<file path="src/rtl/bit_serializer.sv">
// Parallel-to-serial front end for the downstream sequence detector.
// Accepts a word over valid/ready, shifts it out on x_out, then idles for an optional gap.
module bit_serializer #(
  parameter int DATA_W     = 8,
  parameter bit MSB_FIRST  = 1'b1,
  parameter int GAP_CYCLES = 1
) (
  input  logic              clk,
  input  logic              rst,
  input  logic [DATA_W-1:0] in_data,
  input  logic              in_valid,
  output logic              in_ready,
  input  logic              flush,
  output logic              x_out,
  output logic              x_valid,
  output logic              word_done,
  output logic              busy
);

  localparam int CNT_W = $clog2(DATA_W);
  localparam logic [CNT_W-1:0] LAST_BIT = CNT_W'(DATA_W - 1);
  localparam logic [CNT_W-1:0] PEN_BIT  = CNT_W'(DATA_W - 2);
  localparam logic [3:0]       GAP_LAST = 4'((GAP_CYCLES > 0) ? GAP_CYCLES - 1 : 0);

  typedef enum logic [1:0] {IDLE, SHIFT, GAP} state_t;

  state_t            state, state_n;
  logic [DATA_W-1:0] sreg, sreg_n;
  logic [CNT_W-1:0]  cnt, cnt_n;
  logic [3:0]        gcnt, gcnt_n;
  logic              x_out_n, x_valid_n, word_done_n;

  // The register always holds the not-yet-emitted bits aligned so the next one sits at the head.
  function automatic logic head(input logic [DATA_W-1:0] w);
    return MSB_FIRST ? w[DATA_W-1] : w[0];
  endfunction

  function automatic logic [DATA_W-1:0] advance(input logic [DATA_W-1:0] w);
    return MSB_FIRST ? {w[DATA_W-2:0], 1'b0} : {1'b0, w[DATA_W-1:1]};
  endfunction

  assign in_ready = (state == IDLE) && !flush;
  assign busy     = (state != IDLE);

  always_ff @(posedge clk or negedge rst) begin
    if (!rst) begin
      state     <= IDLE;
      sreg      <= '0;
      cnt       <= '0;
      gcnt      <= '0;
      x_out     <= 1'b0;
      x_valid   <= 1'b0;
      word_done <= 1'b0;
    end else begin
      state     <= state_n;
      sreg      <= sreg_n;
      cnt       <= cnt_n;
      gcnt      <= gcnt_n;
      x_out     <= x_out_n;
      x_valid   <= x_valid_n;
      word_done <= word_done_n;
    end
  end

  // Outputs are computed one cycle ahead so x_out/x_valid/word_done leave straight from flops.
  always_comb begin
    state_n     = state;
    sreg_n      = sreg;
    cnt_n       = cnt;
    gcnt_n      = gcnt;
    x_out_n     = 1'b0;
    x_valid_n   = 1'b0;
    word_done_n = 1'b0;
    if (flush) begin
      state_n = IDLE;
      sreg_n  = '0;
      cnt_n   = '0;
      gcnt_n  = '0;
    end else begin
      unique case (state)
        IDLE: begin
          if (in_valid) begin
            state_n   = SHIFT;
            sreg_n    = advance(in_data);
            cnt_n     = '0;
            x_out_n   = head(in_data);
            x_valid_n = 1'b1;
          end
        end
        SHIFT: begin
          if (cnt == LAST_BIT) begin
            state_n = (GAP_CYCLES > 0) ? GAP : IDLE;
            cnt_n   = '0;
            gcnt_n  = '0;
          end else begin
            cnt_n       = cnt + CNT_W'(1);
            sreg_n      = advance(sreg);
            x_out_n     = head(sreg);
            x_valid_n   = 1'b1;
            word_done_n = (cnt == PEN_BIT);
          end
        end
        GAP: begin
          if (gcnt == GAP_LAST) begin
            state_n = IDLE;
            gcnt_n  = '0;
          end else begin
            gcnt_n = gcnt + 4'd1;
          end
        end
        default: state_n = IDLE;
      endcase
    end
  end

endmodule

</file>
<file path="config.mk">
export PLATFORM = sky130hd
export DESIGN_NAME = bit_serializer
export DESIGN_NICKNAME = d
export VERILOG_FILES = /design/src/rtl/bit_serializer.sv
export SDC_FILE = /design/constraint.sdc
export NUM_CORES = 1
export LEC_CHECK = 0
export ABC_AREA = 1
export CAP_MARGIN = 20
export CORE_MARGIN = 1.5
export CORE_UTILIZATION = 51
export CTS_CLUSTER_DIAMETER = 30
export DETAILED_ROUTE_END_ITERATION = 10
export GPL_ROUTABILITY_DRIVEN = 1
export PLACE_DENSITY = 0.77
export SETUP_SLACK_MARGIN = 0.2
export SYNTH_ARGS = -nofsm -noshare
export SYNTH_HDL_FRONTEND = slang
export SYNTH_SLANG_ARGS = --single-unit
export TNS_END_PERCENT = 30
</file>
<file path="constraint.sdc">
create_clock -name clk -period 1.4 [get_ports clk]
set_input_delay 0.28 -clock clk [delete_from_list [all_inputs] [get_ports clk]]
set_output_delay 0.28 -clock clk [all_outputs]
set_load 0.005 [all_outputs]
</file>
==> flow_summary_export.csv, run 1 <==
group,metric,value,unit
routing,drc,0,
floorplanning,fp-row-count,16,
routing,first_iter_violations,9,
timing,worstMarginPinSlew,0.236,ns
min_path,hold_path_class,"input pin to async pin",
yosys,synth_seq_area_share,45.2,%
timing,min_period,1.39,ns
power,ir_drop,0.602,mV
global_routing,grt_pass1_vias,980,
yosys,syn_area,1050,um2
routing,ant_nets,0,
yosys,synth.cells.most_frequent,"nand2_1 (54), nor2_1 (20), dfrtp_1 (19)",
yosys,synth_compound_area_share,3.10,%
critical_path,required,1.12,ns
cts,clockBufferDepth,2,
placed_design,placed_area,1340,um2
yosys,synthArstFlopShare,100,%
yosys,synth.top_cell.area_share,45.2,%
run,maxCapViolCount,0,
layout,final_cells,207,
global_routing,grt_pass1_wl,4.05,mm
power,p_total,1.21,mW
cts,htree_num_levels,1,
layout,final.fill_count,126,
timing,fin_crit_sh,99.2,%
cts,cts_sinks,19,
power,leakage,0.860,nW
cts,path_clk_slew,0.11,ns
timing,timing.final.hold_violations,0,
floorplanning,start_util,54.1,%
layout,nets,198,
layout,antenna_cells,0,
yosys,synth-simple-area-share,36.7,%
yosys,postSynthCellCount,141,
placed_design,place.detailed.hpwl,1.54,mm
placed_design,port_buffers,16,
yosys,synth_seq_cells,19,
yosys,synth_edf_count,0,
yosys,synth_cell_types,17,
layout,post-route-util,82.2,%
global_routing,antenna_found_initial,0,
routing,vias,1038,
layout,syn_to_final_growth,51.9,%
cts,cts-root-buf,"clkbuf_4",
yosys,avgSynthCellArea,7.45,um2
timing,skew,0.000823,ns
yosys,synth_xor_area_share,0.833,%
cts,cts_tree,"done",
yosys,yosysWarnings,0,
critical_path,critPathKind,"flop to output port",
critical_path,end_kind,"output port",
outcome,status,"finished clean",
timing,drv_slew,0,
global_routing,grt_max_degree,20,
floorplanning,ios,17,
yosys,muxShareOfSynthArea,0,%
layout,layout-drive-gt1-share,36.1,%
global_routing,track_usage,21.8,%
critical_path,cp_data_arrival_time,1.11,ns
yosys,synth_adder_area_share,5.95,%
floorplanning,die_height,48.4,um
routing,drtPass1Iterations,4,
placed_design,routabilityCongestion,0.790,
floorplanning,die_area,2340,um2
placed_design,post-place-cells,195,
timing,setup_violations,0,
yosys,synth_ff_type,"dfrtp_1",
routing,wirelength,2.55,mm
timing,fmax,720,MHz
timing,grt_setup_unrepaired,"yes",
power,p_per_area,755,nW/um2
timing,finalWorstSetupSlack,0.0108,ns
routing,vias_per_cell,5.01,
cts,clock_latency,0.30,ns
yosys,yosysTopAreaCell,"dfrtp_1",
critical_path,startpoint_type,"flop",
layout,stdcell_area,1600,um2
floorplanning,core,1940,um2
floorplanning,die_w,48.4,um
timing,slew_headroom,84.2,%
yosys,synthTopCellsByArea,"dfrtp_1 (45%), nand2_1 (19%), nor2_1 (7.1%)",
routing,wl_per_cell,12.3,um
yosys,synth.most_common_cell,"nand2_1",
placed_design,place_ws,-0.246,ns
global_routing,grt_overflow,0,
yosys,synth_top_family_by_area,"simple AND/OR/NAND/NOR gates",
yosys,synth_fp_nets,158,
critical_path,critPathMaxFanout,2,
cts,numCtsBuffers,3,
placed cells by master, fill, tap and decap left out, types with 3 or more instances in the layout:
cell type / netlist / routed
buf_6: 2 / 4
nand2_2: 4 / 11
nand2_1: 54 / 43
inv_1: 15 / 12
dfrtp_1: 19 / 19
clkbuf_4: 0 / 3
nand2_4: 1 / 4
nand3_1: 7 / 3
clkdlybuf4s15_1: 0 / 3
buf_4: 0 / 16
inv_2: 2 / 3
nand3_4: 0 / 3
o21ai_1: 0 / 3
nor2_1: 20 / 15
nor2_4: 1 / 6
clkdlybuf4s50_1: 0 / 10
ha_1: 5 / 3
power breakdown:
group | internal [mW] | switching, mW | leakage [nW]
registers | 0.584 | 0.0211 | 0.255
clock network | 0.106 | 0.169 | 0.0177
logic | 0.159 | 0.166 | 0.588
total | 0.849 | 0.357 | 0.860
state kept, by name, summed over array words and instances, names as in the netlist:
register,flops
gcnt,4
sreg,7
state,2
x_out,1
word_done,1
cnt,3
x_valid,1
logic make-up after synthesis:
logic type,after synthesis
compound gates,6
simple gates,91
fa+ha+maj,5
buf+inv,19
xor+xnor,1
flops,19
routing by layer:
metal / up-vias / part of all wire [%] / track usage, %
li1: 507 / - / -
met4: 0 / 3.8 / 9.05
met1: 494 / 41 / 25.9
met5: - / 0 / 0
met3: 11 / 3.0 / 3.09
met2: 26 / 52 / 39.6
final timing paths:
check / startpoint / end / slack [ns] / cells after the start
max reg2reg: state[0]$_DFFE_PN0P_ / sreg[2]$_DFFE_PN0P_ / 0.08 / 9
min: rst / word_done$_DFF_PN0_ / 0.31 / 2
max in group asynchronous: rst / sreg[2]$_DFFE_PN0P_ / 0.90 / 2
max: state[0]$_DFFE_PN0P_ / in_ready / 0.01 / 4
min in group clk: flush / state[0]$_DFFE_PN0P_ / 0.35 / 4
min reg2reg: sreg[3]$_DFFE_PN0P_ / sreg[3]$_DFFE_PN0P_ / 0.49 / 2
per-stage QoR:
step / TNS (ns) / hold WS (ns)
finish: 0 / 0.307
detailed placement: -2.92 / 0.466
floorplan: 0 / -0.0156
CTS: -0.0112 / 0.307
global placement: -2.32 / 0.463
global route: -0.0843 / 0.335
cell type report:
cell class / count / area (um2) / area share (%)
multi-input cells: 103 / 653 / 40.9
flip-flops and latches: 19 / 475 / 29.8
repair buffers: 37 / 338 / 21.2
inverters: 17 / 68.8 / 4.31
well taps: 27 / 33.8 / 2.12
clock buffers: 3 / 22.5 / 1.41
clock inverters: 1 / 5.00 / 0.313
worst max-delay path: stages (launching register included):
cell and delay, ns:
dfrtp_1 0.40, nor2_2 0.14, inv_2 0.06, nor2_4 0.09, buf_2 0.12
repair_timing:
| item | 4_1_cts | 5_1_grt |
|---|---|---|
| pin swaps | 24 | 28 |
| buffers inserted | 7 | 1 |
| gates resized for setup | 37 | 25 |
| setup endpoints to repair | 24 | 20 |
| cloned | 0 | 0 |
| hold buffers | 0 | 0 |
Power figures use the tool's default switching activity.
==> run 2: changes to the inputs <==
CORE_MARGIN = not set   (was 1.5)
==> flow_summary_export.csv, run 2 (synthesized netlist as in run 1, its figures left out) <==
group,metric,value,unit
power,p_switching,0.370,mW
power,p_int,0.869,mW
cts,cts_tree,"done",
power,p_per_area,765,nW/um2
global_routing,met2_usage,41.1,%
timing,setup_violations,3,
layout,antenna_cells,0,
critical_path,startpoint_type,"flop",
global_routing,met3_usage,2.31,%
floorplanning,core,1940,um2
global_routing,grt_busiest_layer,"met2",
critical_path,slowest_delay,0.41,ns
timing,timing.final.hold_violations,0,
layout,stdcell_area,1620,um2
routing,vias_per_cell,4.99,
cts,clock_latency,0.30,ns
critical_path,required,1.65,ns
run,maxCapViolCount,0,
layout,final.fill_count,114,
layout,nets,205,
cts,htree_num_levels,1,
outcome,status,"finished, violations left",
critical_path,end_kind,"flop",
layout,layout_common_cells,"nand2_1 (40), dfrtp_1 (19), buf_4 (19)",
floorplanning,start_util,54.1,%
routing,vias,1068,
power,leakage,0.895,nW
routing,ant_nets,0,
floorplanning,die_area,2250,um2
global_routing,grt_overflow,0,
critical_path,critPathKind,"flop to flop",
placed_design,routabilityCongestion,0.767,
layout,layout-drive-gt1-share,39.6,%
critical_path,cp_common_cell,"buf_4",
routing,wl_per_cell,13.2,um
cts,cts-root-buf,"clkbuf_4",
outcome,violations,"setup timing",
timing,fin_crit_sh,102,%
routing,wirelength,2.82,mm
critical_path,rr_startpoint,"state[0]$_DFFE_PN0P_",
layout,regMostFlops,"sreg",
power,combPwrFrac,28.2,%
floorplanning,die_height,47.4,um
global_routing,antenna_found_initial,0,
timing,drv_slew,0,
floorplanning,ios,17,
timing,worstMarginPinSlew,0.253,ns
floorplanning,die_w,47.4,um
critical_path,reg2reg_depth,8,
critical_path,r2r_slack,-0.02,ns
min_path,hold_path_class,"input pin to async pin",
power,sw_frac_of_total,29.9,%
layout,mostFrequentLayoutCell,"nand2_1",
global_routing,grt_max_degree,20,
critical_path,crit_path_cell_trace,"buf_4 -> buf_4 -> nand2_8 -> buf_4 -> nor2_1 -> nor2_1 -> nand2_1 -> nand2_1",
critical_path,critPathSlowestCell,"dfrtp_1",
critical_path,critPathMaxFanout,14,
placed_design,placed_area,1350,um2
timing,skew,0.00363,ns
power,p_clk_share,22.8,%
timing,min_period,1.42,ns
placed_design,port_buffers,16,
routing,first_iter_violations,23,
layout,top_regs,"sreg: 7 flops, gcnt: 4 flops, cnt: 3 flops",
placed_design,place.detailed.hpwl,1.51,mm
power,ir_drop,0.619,mV
cts,numCtsBuffers,3,
routing,drc,0,
global_routing,grt_pass1_wl,3.62,mm
timing,fmax,703,MHz
layout,largest_reg_flops,7,
global_routing,met1_usage,28.9,%
timing,grt_setup_unrepaired,"yes",
timing,slew_headroom,83.1,%
timing,fin_tns_setup,-0.0311,ns
critical_path,cp_data_arrival_time,1.67,ns
cts,cts_sinks,19,
timing,finalWorstSetupSlack,-0.0229,ns
floorplanning,fp-row-count,16,
cts,path_clk_slew,0.11,ns
routing,drtPass1Iterations,4,
global_routing,track_usage,23.4,%
global_routing,grt_pass1_vias,857,
power,seq_power_share,49.0,%
critical_path,timing.rr.end,"sreg[2]$_DFFE_PN0P_",
cts,clockBufferDepth,2,
layout,syn_to_final_growth,54.2,%
## run 2: timing repair
action / in CTS / in global routing
endpoints found under the setup margin: 24 / 23
gates resized for setup: 26 / 39
hold buffers: 0 / 0
setup buffers: 7 / 7
pin swaps: 6 / 27
## run 2: worst max-delay path by stage
stage	slack, ns	end	start
2_1_floorplan	0.20	gcnt[0]$_DFFE_PN0P_	cnt[0]$_DFFE_PN0P_
3_3_place_gp	-0.23	in_ready	flush
3_5_place_dp	-0.25	gcnt[2]$_DFFE_PN0P_	flush
4_1_cts	0.001	in_ready	state[1]$_DFFE_PN0P_
5_1_grt	-0.05	x_valid$_DFF_PN0_	state[0]$_DFFE_PN0P_
6_report	-0.02	sreg[2]$_DFFE_PN0P_	state[0]$_DFFE_PN0P_
## run 2: metal layers
metal | wire, um | vias to the layer above
met5 | 0 | -
met4 | 51 | 0
met3 | 112 | 7
met2 | 1460 | 37
met1 | 1200 | 502
li1 | - | 522
## run 2: per-stage QoR
stage	setup slack [ns]	hold slack (ns)	utilization (%)	std cells	power (mW)
2_1_floorplan	0.203	-0.0156	-	141	0.738
3_3_place_gp	-0.228	0.464	69.4	196	0.845
3_5_place_dp	-0.253	0.465	69.4	196	0.852
4_1_cts	0.000964	0.319	74.9	207	1.15
5_1_grt	-0.0504	0.345	83.4	214	1.30
6_report	-0.0229	0.308	83.4	214	1.24
## run 2: final cells by class
cell class              instances  area (um2)  area share (%)
repair buffers                 44         387            23.9
inverters                      17        66.3            4.09
clock buffers                   4        26.3            1.62
flip-flops and latches         19         475            29.3
well taps                      27        33.8            2.08
multi-input cells             103         632            39.0
## run 2: power groups by stage
stage                     combinational, mW  clock (mW)  sequential [mW]
after floorplan                       0.121           0            0.616
after global placement                0.232           0            0.613
after detailed placement              0.238           0            0.615
after CTS                             0.262       0.284            0.603
after global routing                  0.378       0.306            0.613
final                                 0.350       0.282            0.607
## run 2: critical path: cells and delay by family (launching register included)
family        cells  cell delay (ns)
buf+inv           3             0.45
flops             1             0.41
simple gates      5             0.50
